--- src/rtl/cnu_scheduler.sv ---
// Check-node phase sequencer for the LDPC decoder: issues check rows, tracks CNU latency,
// accumulates the syndrome and hands off to the variable-node phase until convergence or limit.
module cnu_scheduler #(
  parameter int NUM_CHECKS = 8,
  parameter int MAX_ITER   = 10,
  parameter int CNU_LAT    = 1
) (
  input  logic                            clk,
  input  logic                            rst_n,
  input  logic                            start,
  input  logic                            abort,
  input  logic                            stall,
  output logic                            row_valid,
  output logic [$clog2(NUM_CHECKS)-1:0]   row_addr,
  output logic                            wb_valid,
  output logic [$clog2(NUM_CHECKS)-1:0]   wb_addr,
  input  logic                            p_bit,
  output logic                            vnu_start,
  input  logic                            vnu_done,
  output logic                            busy,
  output logic                            done,
  output logic                            converged,
  output logic [$clog2(MAX_ITER+1)-1:0]   iter_count
);

  localparam int AW = $clog2(NUM_CHECKS);
  localparam int IW = $clog2(MAX_ITER + 1);

  typedef enum logic [2:0] {
    S_IDLE, S_ISSUE, S_DRAIN, S_EVAL, S_VAR, S_DONE
  } state_t;

  state_t          state_q;
  logic [AW-1:0]   row_q;
  logic [IW-1:0]   iter_q;
  logic [IW-1:0]   iter_d;
  logic            synd_nz_q;
  logic            converged_q;
  logic            vnu_start_q;
  logic            done_q;
  logic [CNU_LAT-1:0] pipe_v_q;
  logic [CNU_LAT-1:0] pipe_v_d;
  logic [AW-1:0]   pipe_a_q [CNU_LAT];

  logic busy_w;
  logic abort_w;
  logic issue_w;
  logic last_row_w;

  assign busy_w     = (state_q != S_IDLE);
  assign abort_w    = abort && busy_w;
  // Abort wins over issue so nothing new enters the latency pipe on the abort cycle.
  assign issue_w    = (state_q == S_ISSUE) && !stall && !abort;
  assign last_row_w = (row_q == AW'(NUM_CHECKS - 1));
  assign iter_d     = iter_q + 1'b1;

  always_ff @(posedge clk or negedge rst_n) begin
    if (!rst_n) begin
      state_q     <= S_IDLE;
      row_q       <= '0;
      iter_q      <= '0;
      synd_nz_q   <= 1'b0;
      converged_q <= 1'b0;
      vnu_start_q <= 1'b0;
      done_q      <= 1'b0;
    end else begin
      vnu_start_q <= 1'b0;
      done_q      <= 1'b0;
      if (wb_valid && p_bit) synd_nz_q <= 1'b1;
      if (abort_w) begin
        state_q     <= S_IDLE;
        row_q       <= '0;
        converged_q <= 1'b0;
      end else begin
        case (state_q)
          S_IDLE: if (start) begin
            state_q     <= S_ISSUE;
            row_q       <= '0;
            iter_q      <= '0;
            converged_q <= 1'b0;
            synd_nz_q   <= 1'b0;
          end
          S_ISSUE: if (!stall) begin
            if (last_row_w) begin
              row_q   <= '0;
              state_q <= S_DRAIN;
            end else begin
              row_q <= row_q + 1'b1;
            end
          end
          S_DRAIN: if (pipe_v_q == '0) state_q <= S_EVAL;
          S_EVAL: begin
            iter_q <= iter_d;
            if (!synd_nz_q) begin
              state_q     <= S_DONE;
              converged_q <= 1'b1;
              done_q      <= 1'b1;
            end else if (iter_d == IW'(MAX_ITER)) begin
              state_q     <= S_DONE;
              converged_q <= 1'b0;
              done_q      <= 1'b1;
            end else begin
              state_q     <= S_VAR;
              vnu_start_q <= 1'b1;
            end
          end
          S_VAR: if (vnu_done) begin
            state_q   <= S_ISSUE;
            row_q     <= '0;
            synd_nz_q <= 1'b0;
          end
          S_DONE:  state_q <= S_IDLE;
          default: state_q <= S_IDLE;
        endcase
      end
    end
  end

  // Latency pipe runs every cycle; the CNU itself cannot be stalled.
  assign pipe_v_d[0] = issue_w;
  generate
    for (genvar gi = 1; gi < CNU_LAT; gi++) begin : g_pipe_v
      assign pipe_v_d[gi] = pipe_v_q[gi-1];
    end
  endgenerate

  always_ff @(posedge clk or negedge rst_n) begin
    if (!rst_n)       pipe_v_q <= '0;
    else if (abort_w) pipe_v_q <= '0;
    else              pipe_v_q <= pipe_v_d;
  end

  always_ff @(posedge clk or negedge rst_n) begin
    if (!rst_n) pipe_a_q[0] <= '0;
    else        pipe_a_q[0] <= row_q;
  end

  generate
    for (genvar gi = 1; gi < CNU_LAT; gi++) begin : g_pipe_a
      always_ff @(posedge clk or negedge rst_n) begin
        if (!rst_n) pipe_a_q[gi] <= '0;
        else        pipe_a_q[gi] <= pipe_a_q[gi-1];
      end
    end
  endgenerate

  assign row_valid  = issue_w;
  assign row_addr   = row_q;
  assign wb_valid   = pipe_v_q[CNU_LAT-1];
  assign wb_addr    = pipe_a_q[CNU_LAT-1];
  assign vnu_start  = vnu_start_q;
  assign busy       = busy_w;
  assign done       = done_q;
  assign converged  = converged_q;
  assign iter_count = iter_q;

endmodule

--- config.mk ---
export PLATFORM = sky130hd
export DESIGN_NAME = cnu_scheduler
export DESIGN_NICKNAME = d
export VERILOG_FILES = /design/src/rtl/cnu_scheduler.sv
export SDC_FILE = /design/constraint.sdc
export NUM_CORES = 1
export LEC_CHECK = 0
export CORE_ASPECT_RATIO = 1.1
export CORE_MARGIN = 3
export CORE_UTILIZATION = 43
export CTS_CLUSTER_SIZE = 14
export DETAILED_ROUTE_END_ITERATION = 12
export PLACE_DENSITY = 0.74
export SLEW_MARGIN = 10
export SYNTH_ARGS = -nofsm -noshare
export SYNTH_HDL_FRONTEND = slang
export SYNTH_SLANG_ARGS = --single-unit
--- constraint.sdc ---
create_clock -name clk -period 1.45 [get_ports clk]
set_input_delay 0.29 -clock clk [delete_from_list [all_inputs] [get_ports clk]]
set_output_delay 0.29 -clock clk [all_outputs]
set_load 0.05 [all_outputs]
==> results of run 1 <==
-- per-layer routing --
metal / vias to the layer above / track usage / wire, um
li1: 465 / - / -
met1: 517 / 0.261 / 1250
met2: 55 / 0.435 / 1850
met3: 17 / 0.0431 / 187
met4: 0 / 0.115 / 135
met5: - / 0 / 0
-- final cells by class --
type	instances	area (um^2)
multi-input cells	75	592
well taps	28	35.0
flip-flops and latches	18	463
clock buffers	4	26.3
fillers	99	294
repair buffers	53	638
inverters	4	15.0
-- final timing paths --
kind	start	end	cells after the start
hold reg to reg	row_addr[2]	wb_addr[2]	1
setup reg to reg	iter_count[0]	state_q[0]	4
min in group clk	row_addr[2]	wb_addr[2]	1
max in group asynchronous	rst_n	iter_count[0]	2
setup / recovery	iter_count[0]	state_q[0]	4
hold / removal	rst_n	done	2
-- power groups by stage --
stage,logic [mW],clock network (mW),registers (mW)
6_report,0.425,0.269,0.555
4_1_cts,0.379,0.260,0.552
3_3_place_gp,0.336,0,0.564
2_1_floorplan,0.110,0,0.615
3_5_place_dp,0.346,0,0.568
5_1_grt,0.446,0.281,0.557
-- synth_stat cells (all sizes together) (2+ instances only) --
cell and instances:
dfrtp 18, nor2 13, nand2 8, o21ai 8, a21oi 6, ha 4, inv 4, nor2b 4
buf 3, nor3 3, a21boi 2, a31oi 2, and2 2, nand3 2, nand3b 2, o31ai 2
or3 2
-- cells in the final DEF (no fill, tap or decap), types with 4 or more instances in the layout --
cell / n
nand2_1: 7
buf_4: 25
buf_6: 5
a21oi_1: 5
clkdlybuf4s50_1: 5
o21ai_1: 4
nor2_1: 9
dfrtp_1: 10
dfrtp_2: 7
buf_12: 16
-- what timing repair did --
action / CTS / global route
pin swaps: 9 / 10
endpoints found under the setup margin: 8 / 14
setup buffers: 6 / 2
gates resized for setup: 16 / 15
-- registers in the layout (all words and copies together) (netlist names) --
| signal | count |
|---|---|
| converged | 1 |
| done | 1 |
| iter_count | 4 |
| row_addr | 3 |
| state_q | 3 |
| synd_nz_q | 1 |
| vnu_start | 1 |
| wb_addr | 3 |
| wb_valid | 1 |
-- stage by stage --
step | instance area (um^2) | hold WS (ps) | worst slack [ps]
after floorplan | 1000 | -5.59 | -85.0
after global placement | 1560 | 501 | -261
after detailed placement | 1560 | 525 | -312
after CTS | 1690 | 331 | -110
after global routing | 1770 | 331 | -200
final | 1770 | 307 | -157
-- worst reg2reg max path, cell delays in order, from the launching register on --
cell and delay [ps]:
dfrtp_4 530, and3b_1 220, o2111ai_2 250, a31oi_2 140, or3_1 360
-- logic make-up after synthesis --
family,share of synthesized area
AND/OR/NAND/NOR,0.227
AO/OA/AOI/OAI,0.192
flip-flops,0.469
buffers and inverters,0.0352
adder cells (fa/ha/maj),0.0522
XOR/XNOR,0.00913
multiplexers,0.0156
==> flow_summary_export.csv, run 1 <==
group,metric,value,unit
pwr,power_frac_clock,0.216,
timing,final_hold_viol_count,0,
timing,timing.clock.skew,7.39,ps
floorplan,pin_count,23,
clocking,clk_root_buffer_cell,"clkbuf_4",
setup_path,critPathTopFamily,"simple AND/OR/NAND/NOR gates",
setup_path,reg2reg_setup_slack,-160,ps
logic_synthesis,leading_cell_types_by_total_area_after_synthesis,"dfrtp_1 47%, ha_1 5.2%, nor2_1 5.1%, o21ai_1 3.7%, a21oi_1 3.1%",
logic_synthesis,synth.yosys.warnings,0,
drt,drt_drc_violations_left,0,
global_routing,initial_antenna_violation_count,0,
layout,fin_cells,182,
logic_synthesis,synth_cell_type_count,36,
timing,slew_headroom,0.721,
logic_synthesis,synth_area_leader_cell,"dfrtp_1",
job,maxCapViolations,0,
floorplan,die_width,51.0,um
timing,setup_viol,11,
clocking,tritoncts,"built",
placement,dpl.cell_count,170,
clocking,cts.sink_count,18,
logic_synthesis,avgSynthCellArea,9.50,um^2
logic_synthesis,seq_area_frac_synth,0.469,
global_routing,globalRoute.totalOverflow,0,
floorplan,starting_density_of_the_core,0.465,
drt,vias,1054,
global_routing,pin_count_of_the_biggest_net_entering_global_routing,19,
pwr,power.share.combinational,0.340,
logic_synthesis,syn_nets,112,
setup_path,cpMaxStageDelayCell,"dfrtp_4",
drt,wl,3430,um
setup_path,timing.critical_path.to_type,"flop",
setup_path,slowest_stage_delay_on_critical_path,530,ps
floorplan,floorplan.die.height,55.5,um
layout,layout-area-overhead-vs-synth,84.4,%
timing,worst_slew_pin_slew,415,ps
run_status,violations,"negative setup slack",
timing,final.min_clock_period,1610,ps
placement,io_buffer_count,22,
placement,detailed_place_hpwl,2100,um
global_routing,grt_use_total,0.240,
setup_path,worstPathMaxFanout,4,
pwr,switching_component_of_the_power,407,uW
logic_synthesis,synthesis.instances,101,
pwr,powerDensity,706,nW/um^2
timing,timing_max_transition_violations_final,0,
drt,number_of_design_rule_violations_left_by_the_first_detailed_router_iteration,28,
timing,layout_setup_ws,-157,ps
clocking,h-tree-depth,1,
clocking,clock_insertion_delay_worst_skew,300,ps
logic_synthesis,synth_async_sr_flop_share,1.00,
setup_path,critical_path.n_buffers_inverters,0,
floorplan,placeableCoreArea,2060,um^2
setup_path,timing.critical_path.cells,"and3b_1 -> o2111ai_2 -> a31oi_2 -> or3_1",
drt,detail_route.wl_per_cell,18.8,um
logic_synthesis,number_of_flops_mapped_to_enable_cells_by_yosys,0,
drt,drtAntennaViolNets,0,
layout,final_net_count,166,
logic_synthesis,netlist_area,960,um^2
clocking,cts_inserted_buffers,3,
pwr,sw_frac_of_total,0.326,
clocking,cts-hold-fix-buffers,0,
pwr,total_leakage_power,0.792,nW
run_status,outcome,"complete, but fails checks",
timing,unrepaired_setup_endpoints_after_global_routing,"yes",
layout,antenna_cells_inserted,0,
placement,globalplace.congestion,0.894,
floorplan,std_cell_rows,17,
pwr,totalPowerFinal,1.25,mW
logic_synthesis,top_ff_cell_synth,"dfrtp_1",
pwr,highest_ir_drop_seen_on_vdd,0.000675,V
global_routing,grt_first_pass_wirelength,5090,um
setup_path,critical_path_class,"flop to flop",
setup_path,arrival_time_of_the_worst_setup_path,1800,ps
timing,setup_total_negative_slack,-819,ps
floorplan,floorplan.die_area,2840,um^2
layout,drive_above_1_share,0.526,
timing,maxClockFrequency,622,MHz
setup_path,critical_path.startpoint_type,"flop",
timing,final_min_period_over_clock_period,1.11,
global_routing,grt_pass1_vias,1066,
clocking,cts_buffer_depth,2,
hold_path,hold_class,"primary input to asynchronous set/reset pin",
logic_synthesis,synth_largest_type_area_fraction,0.469,
setup_path,req_time_crit_path,1640,ps
layout,final_util,0.857,
pwr,internal_power,842,uW
drt,pre_repair_dr_iteration_count,4,
logic_synthesis,synth_seq_cells,18,
clocking,path_clk_slew,110,ps
pwr,sequential_share_of_power,0.444,
drt,avgViaCountPerCell,5.79,
Power figures use the tool's default switching activity.
==> run 2: changes to the inputs <==
CORE_UTILIZATION = 45   (was 43)
CTS_BUF_LIST = sky130_fd_sc_hd__clkbuf_4   (was default)
PLACE_DENSITY = 0.76   (was 0.74)
==> run 2 against run 1 <==
The run still ends with negative setup slack left; critical endpoint unchanged; wire length rose by 44%; utilization up 9.0 points; die area shrank 3.9%; global-route usage grew 0.86 points.
==> flow_summary_export.csv, run 2 (synthesis results as in run 1) <==
group,metric,value,unit
global_routing,grt.met1_usage,0.256,
clocking,cts.sink_count,18,
timing,layout_setup_ws,-260,ps
timing,final_hold_viol_count,0,
drt,drt_drc_violations_left,0,
clocking,h-tree-depth,1,
setup_path,worstPathMaxFanout,6,
layout,mostFrequentLayoutCells,"30 x buf_4, 15 x buf_12, 10 x dfrtp_1",
drt,vias,1178,
setup_path,timing.critical_path.cells,"and3b_1 -> o2111ai_4 -> a31oi_4 -> or3_1",
clocking,clock_insertion_delay_worst_skew,310,ps
timing,unrepaired_setup_endpoints_after_global_routing,"yes",
layout,final_net_count,167,
floorplan,starting_density_of_the_core,0.505,
layout,final_util,0.947,
run_status,outcome,"complete, but fails checks",
timing,timing.clock.skew,12.7,ps
placement,dpl.cell_count,169,
drt,wl,4940,um
setup_path,critical_path.startpoint_type,"flop",
setup_path,critPathTopFamily,"simple AND/OR/NAND/NOR gates",
floorplan,placeableCoreArea,1900,um^2
layout,antenna_cells_inserted,0,
floorplan,floorplan.die_area,2720,um^2
timing,slew_headroom,0.719,
global_routing,pin_count_of_the_biggest_net_entering_global_routing,19,
global_routing,grt_first_pass_wirelength,4930,um
placement,placedInstanceArea,1560,um^2
setup_path,worst_r2r_path_depth,4,
global_routing,globalRouteMet2Util,0.487,
placement,io_buffer_count,22,
global_routing,grt_use_total,0.249,
setup_path,cpMaxStageDelayCell,"dfrtp_4",
timing,timing_max_transition_violations_final,0,
clocking,cts-hold-fix-buffers,0,
setup_path,r2r-start,"iter_count[0]",
setup_path,critical_path.n_buffers_inverters,0,
setup_path,slowest_stage_delay_on_critical_path,560,ps
timing,final_min_period_over_clock_period,1.18,
drt,number_of_design_rule_violations_left_by_the_first_detailed_router_iteration,89,
setup_path,req_time_crit_path,1620,ps
layout,final_common_cell,"buf_4",
global_routing,grt_pass1_vias,1083,
layout,largest_reg_flops,4,
global_routing,initial_antenna_violation_count,0,
floorplan,floorplan.die.height,54.4,um
layout,fin_area,1800,um^2
global_routing,groute.layer.met3.usage,0.0463,
pwr,highest_ir_drop_seen_on_vdd,0.000837,V
floorplan,std_cell_rows,16,
clocking,tritoncts,"built",
setup_path,arrival_time_of_the_worst_setup_path,1880,ps
run_status,violations,"negative setup slack",
setup_path,worstReg2RegEnd,"state_q[0]",
timing,setup_total_negative_slack,-1840,ps
timing,setup_viol,13,
timing,worst_slew_pin_slew,422,ps
drt,drtAntennaViolNets,0,
setup_path,critical_path_class,"flop to flop",
clocking,cts_inserted_buffers,3,
setup_path,reg2reg_setup_slack,-260,ps
pwr,powerDensity,717,nW/um^2
pwr,totalPowerFinal,1.29,mW
layout,drive_above_1_share,0.548,
drt,pre_repair_dr_iteration_count,4,
global_routing,globalRoute.totalOverflow,0,
setup_path,timing.critical_path.to_type,"flop",
global_routing,gr-max-usage-layer,"met2",
drt,detail_route.wl_per_cell,27.1,um
timing,maxClockFrequency,585,MHz
layout,fin_cells,182,
clocking,clk_root_buffer_cell,"clkbuf_4",
placement,globalplace.congestion,0.828,
drt,avgViaCountPerCell,6.47,
pwr,total_leakage_power,0.791,nW
clocking,path_clk_slew,110,ps
floorplan,pin_count,23,
timing,final.min_clock_period,1710,ps
hold_path,hold_class,"primary input to asynchronous set/reset pin",
layout,layout-area-overhead-vs-synth,87.7,%
floorplan,die_width,50.0,um
clocking,cts_buffer_depth,2,
placement,detailed_place_hpwl,2160,um
job,maxCapViolations,0,
run 2: cell types whose count changed in the layout (fill, tap and decap cells not counted), moves of 2 or more:
cell / change
buf_6: -3
nor2_2: +2
buf_4: +5
nor2_1: -3
o21ai_1: +3
o21ai_2: -2
run 2: report_power, final:
group | internal (mW) | switching [mW]
Clock | 0.101 | 0.160
Sequential | 0.528 | 0.0300
Combinational | 0.221 | 0.253
run 2: layout make-up:
type	instances	area (um^2)
multi-input cells	75	642
repair buffers	54	622
flip-flops and latches	18	463
fillers	42	100
well taps	27	33.8
clock buffers	3	22.5
inverters	4	15.0
clock inverters	1	3.75
run 2: worst max-delay path by stage:
stage                  start       endpoint  slack, ps  cells after the start
4_1_cts           state_q[0]           busy       -120                      2
6_report       iter_count[0]     state_q[0]       -260                      4
3_3_place_gp           abort    row_addr[0]       -260                      5
2_1_floorplan  iter_count[0]     state_q[0]        -80                      4
5_1_grt        iter_count[0]     state_q[0]       -280                      4
3_5_place_dp           start  iter_count[2]       -320                      5
run 2: routing by layer:
layer / share of wire / wire length [um] / vias up
met1: 0.36 / 1800 / 558
met5: 0 / 0 / -
met3: 0.10 / 509 / 35
met4: 0.058 / 286 / 0
li1: - / - / 466
met2: 0.47 / 2350 / 119
run 2: metrics by stage:
stage	hold WS [ps]	setup slack, ps
6_report	330	-260
5_1_grt	329	-282
4_1_cts	335	-123
3_5_place_dp	502	-321
3_3_place_gp	497	-264
2_1_floorplan	-5.59	-85.0
run 2: repair_timing:
item / 4_1_cts / 5_1_grt
gates cloned: 0 / 0
pin swaps: 10 / 10
buffers inserted: 5 / 4
setup endpoints to repair: 6 / 14
resized for setup: 16 / 20
==> run 3: changes to the inputs <==
CORE_UTILIZATION = 50   (was 45)
PLACE_DENSITY = 0.8   (was 0.76)
clock period = 1.8 ns   (was 1.45 ns; I/O delays follow)
==> run 3 against run 2 <==
The run now ends clean; combinational power shrank 51%; power is 32% lower; critical path depth shrank 2; register-to-register slack gained 440 ps; setup slack gained 370 ps; clock power shrank 25%; wire length shrank 56%; design area shrank 28%; utilization fell by 18 points; worst hold slack improved by 59 ps; critical endpoint is now busy.
==> flow_summary_export.csv, run 3 (synthesis results as in run 1) <==
group,metric,value,unit
global_routing,pin_count_of_the_biggest_net_entering_global_routing,19,
drt,wl,2180,um
global_routing,globalRoute.totalOverflow,0,
timing,maxClockFrequency,590,MHz
pwr,powerDensity,673,nW/um^2
floorplan,starting_density_of_the_core,0.568,
timing,final_min_period_over_clock_period,0.942,
clocking,tritoncts,"built",
global_routing,grt_first_pass_wirelength,3400,um
setup_path,arrival_time_of_the_worst_setup_path,1340,ps
global_routing,grt_use_total,0.193,
layout,fin_cells,153,
layout,layout-area-overhead-vs-synth,35.1,%
clocking,cts_inserted_buffers,3,
layout,largest_reg_flops,4,
drt,detail_route.wl_per_cell,14.2,um
floorplan,floorplan.die.height,52.0,um
floorplan,floorplan.die_area,2480,um^2
placement,globalplace.congestion,0.892,
setup_path,worst_r2r_path_depth,5,
clocking,clock_insertion_delay_worst_skew,290,ps
setup_path,critical_path_class,"flop to output port",
floorplan,placeableCoreArea,1690,um^2
timing,worst_slew_pin_slew,351,ps
layout,final_util,0.767,
timing,setup_viol,0,
timing,setup_total_negative_slack,0,ps
timing,timing_max_transition_violations_final,0,
layout,mostFrequentLayoutCells,"29 x buf_4, 15 x dfrtp_1, 11 x nor2_1",
global_routing,grt_pass1_vias,805,
timing,timing.clock.skew,3.10,ps
placement,io_buffer_count,22,
timing,slew_headroom,0.764,
clocking,clk_root_buffer_cell,"clkbuf_4",
timing,final.min_clock_period,1700,ps
layout,final_net_count,149,
layout,drive_above_1_share,0.316,
setup_path,timing.critical_path.to_type,"output port",
drt,drt_drc_violations_left,0,
placement,dpl.cell_count,146,
setup_path,worstPathMaxFanout,8,
clocking,cts.sink_count,18,
layout,antenna_cells_inserted,0,
floorplan,std_cell_rows,15,
clocking,h-tree-depth,1,
layout,fillers,122,
floorplan,pin_count,23,
drt,number_of_design_rule_violations_left_by_the_first_detailed_router_iteration,38,
drt,vias,906,
global_routing,initial_antenna_violation_count,0,
job,maxCapViolations,0,
drt,pre_repair_dr_iteration_count,4,
drt,avgViaCountPerCell,5.92,
setup_path,req_time_crit_path,1440,ps
run_status,outcome,"completed",
placement,detailed_place_hpwl,1460,um
hold_path,hold_class,"primary input to asynchronous set/reset pin",
pwr,highest_ir_drop_seen_on_vdd,0.000392,V
floorplan,die_width,47.8,um
pwr,total_leakage_power,0.645,nW
setup_path,critical_path.startpoint_type,"flop",
timing,unrepaired_setup_endpoints_after_global_routing,"no",
clocking,path_clk_slew,90,ps
drt,drtAntennaViolNets,0,
clocking,cts_buffer_depth,2,
timing,final_hold_viol_count,0,
layout,final_common_cell,"buf_4",
run 3: cell count changes in the layout (fill, tap and decap cells not counted), sizes merged:
cell	before	now
buf	48	30
clkinv	1	0
dlygate4sd2	1	0
dlymetal6s2s	0	1
run 3: cell type report:
cell class                      instances  area [um^2]  share of cell area
Timing Repair Buffer                   36          300               0.232
Multi-Input combinational cell         75          483               0.373
Inverter                                4         15.0              0.0116
Sequential cell                        18          454               0.350
Tap cell                               17         21.3              0.0164
Clock buffer                            3         22.5              0.0174
run 3: metal layers:
metal / wire (um) / track usage
met1: 980 / 0.254
met2: 1010 / 0.293
met3: 158 / 0.0346
met4: 26 / 0.0987
met5: 0 / 0
run 3: where the power goes:
group,switching (mW),internal (mW)
Combinational,0.137,0.0964
Sequential,0.0211,0.425
Clock,0.116,0.0779
Total,0.274,0.599
run 3: repair_timing:
item	CTS	global route
buffers inserted	0	4
endpoints found under the setup margin	1	2
gates resized for setup	1	5
hold buffers	0	0
run 3: worst max-delay path, stage by stage, from the launching register on:
cell	delay (ps)
dfrtp_2	470
or3_1	380
buf_4	200
run 3: stage by stage:
step	hold slack [ps]	instance area [um^2]	setup WS (ps)	total power, mW
after floorplan	64.4	962	6.84	0.583
after global placement	411	1230	31.2	0.670
after detailed placement	421	1230	20.4	0.672
after CTS	393	1260	8.53	0.870
after global routing	399	1300	24.5	0.921
final	389	1300	105	0.873
run 3: worst paths after layout:
check	from	to	slack, ps
max reg2reg	iter_count[0]	converged	180
min	rst_n	done	390
max	state_q[1]	busy	100
max in group asynchronous	rst_n	state_q[2]	1200
min reg2reg	row_addr[1]	wb_addr[1]	440
min in group clk	row_addr[1]	wb_addr[1]	440
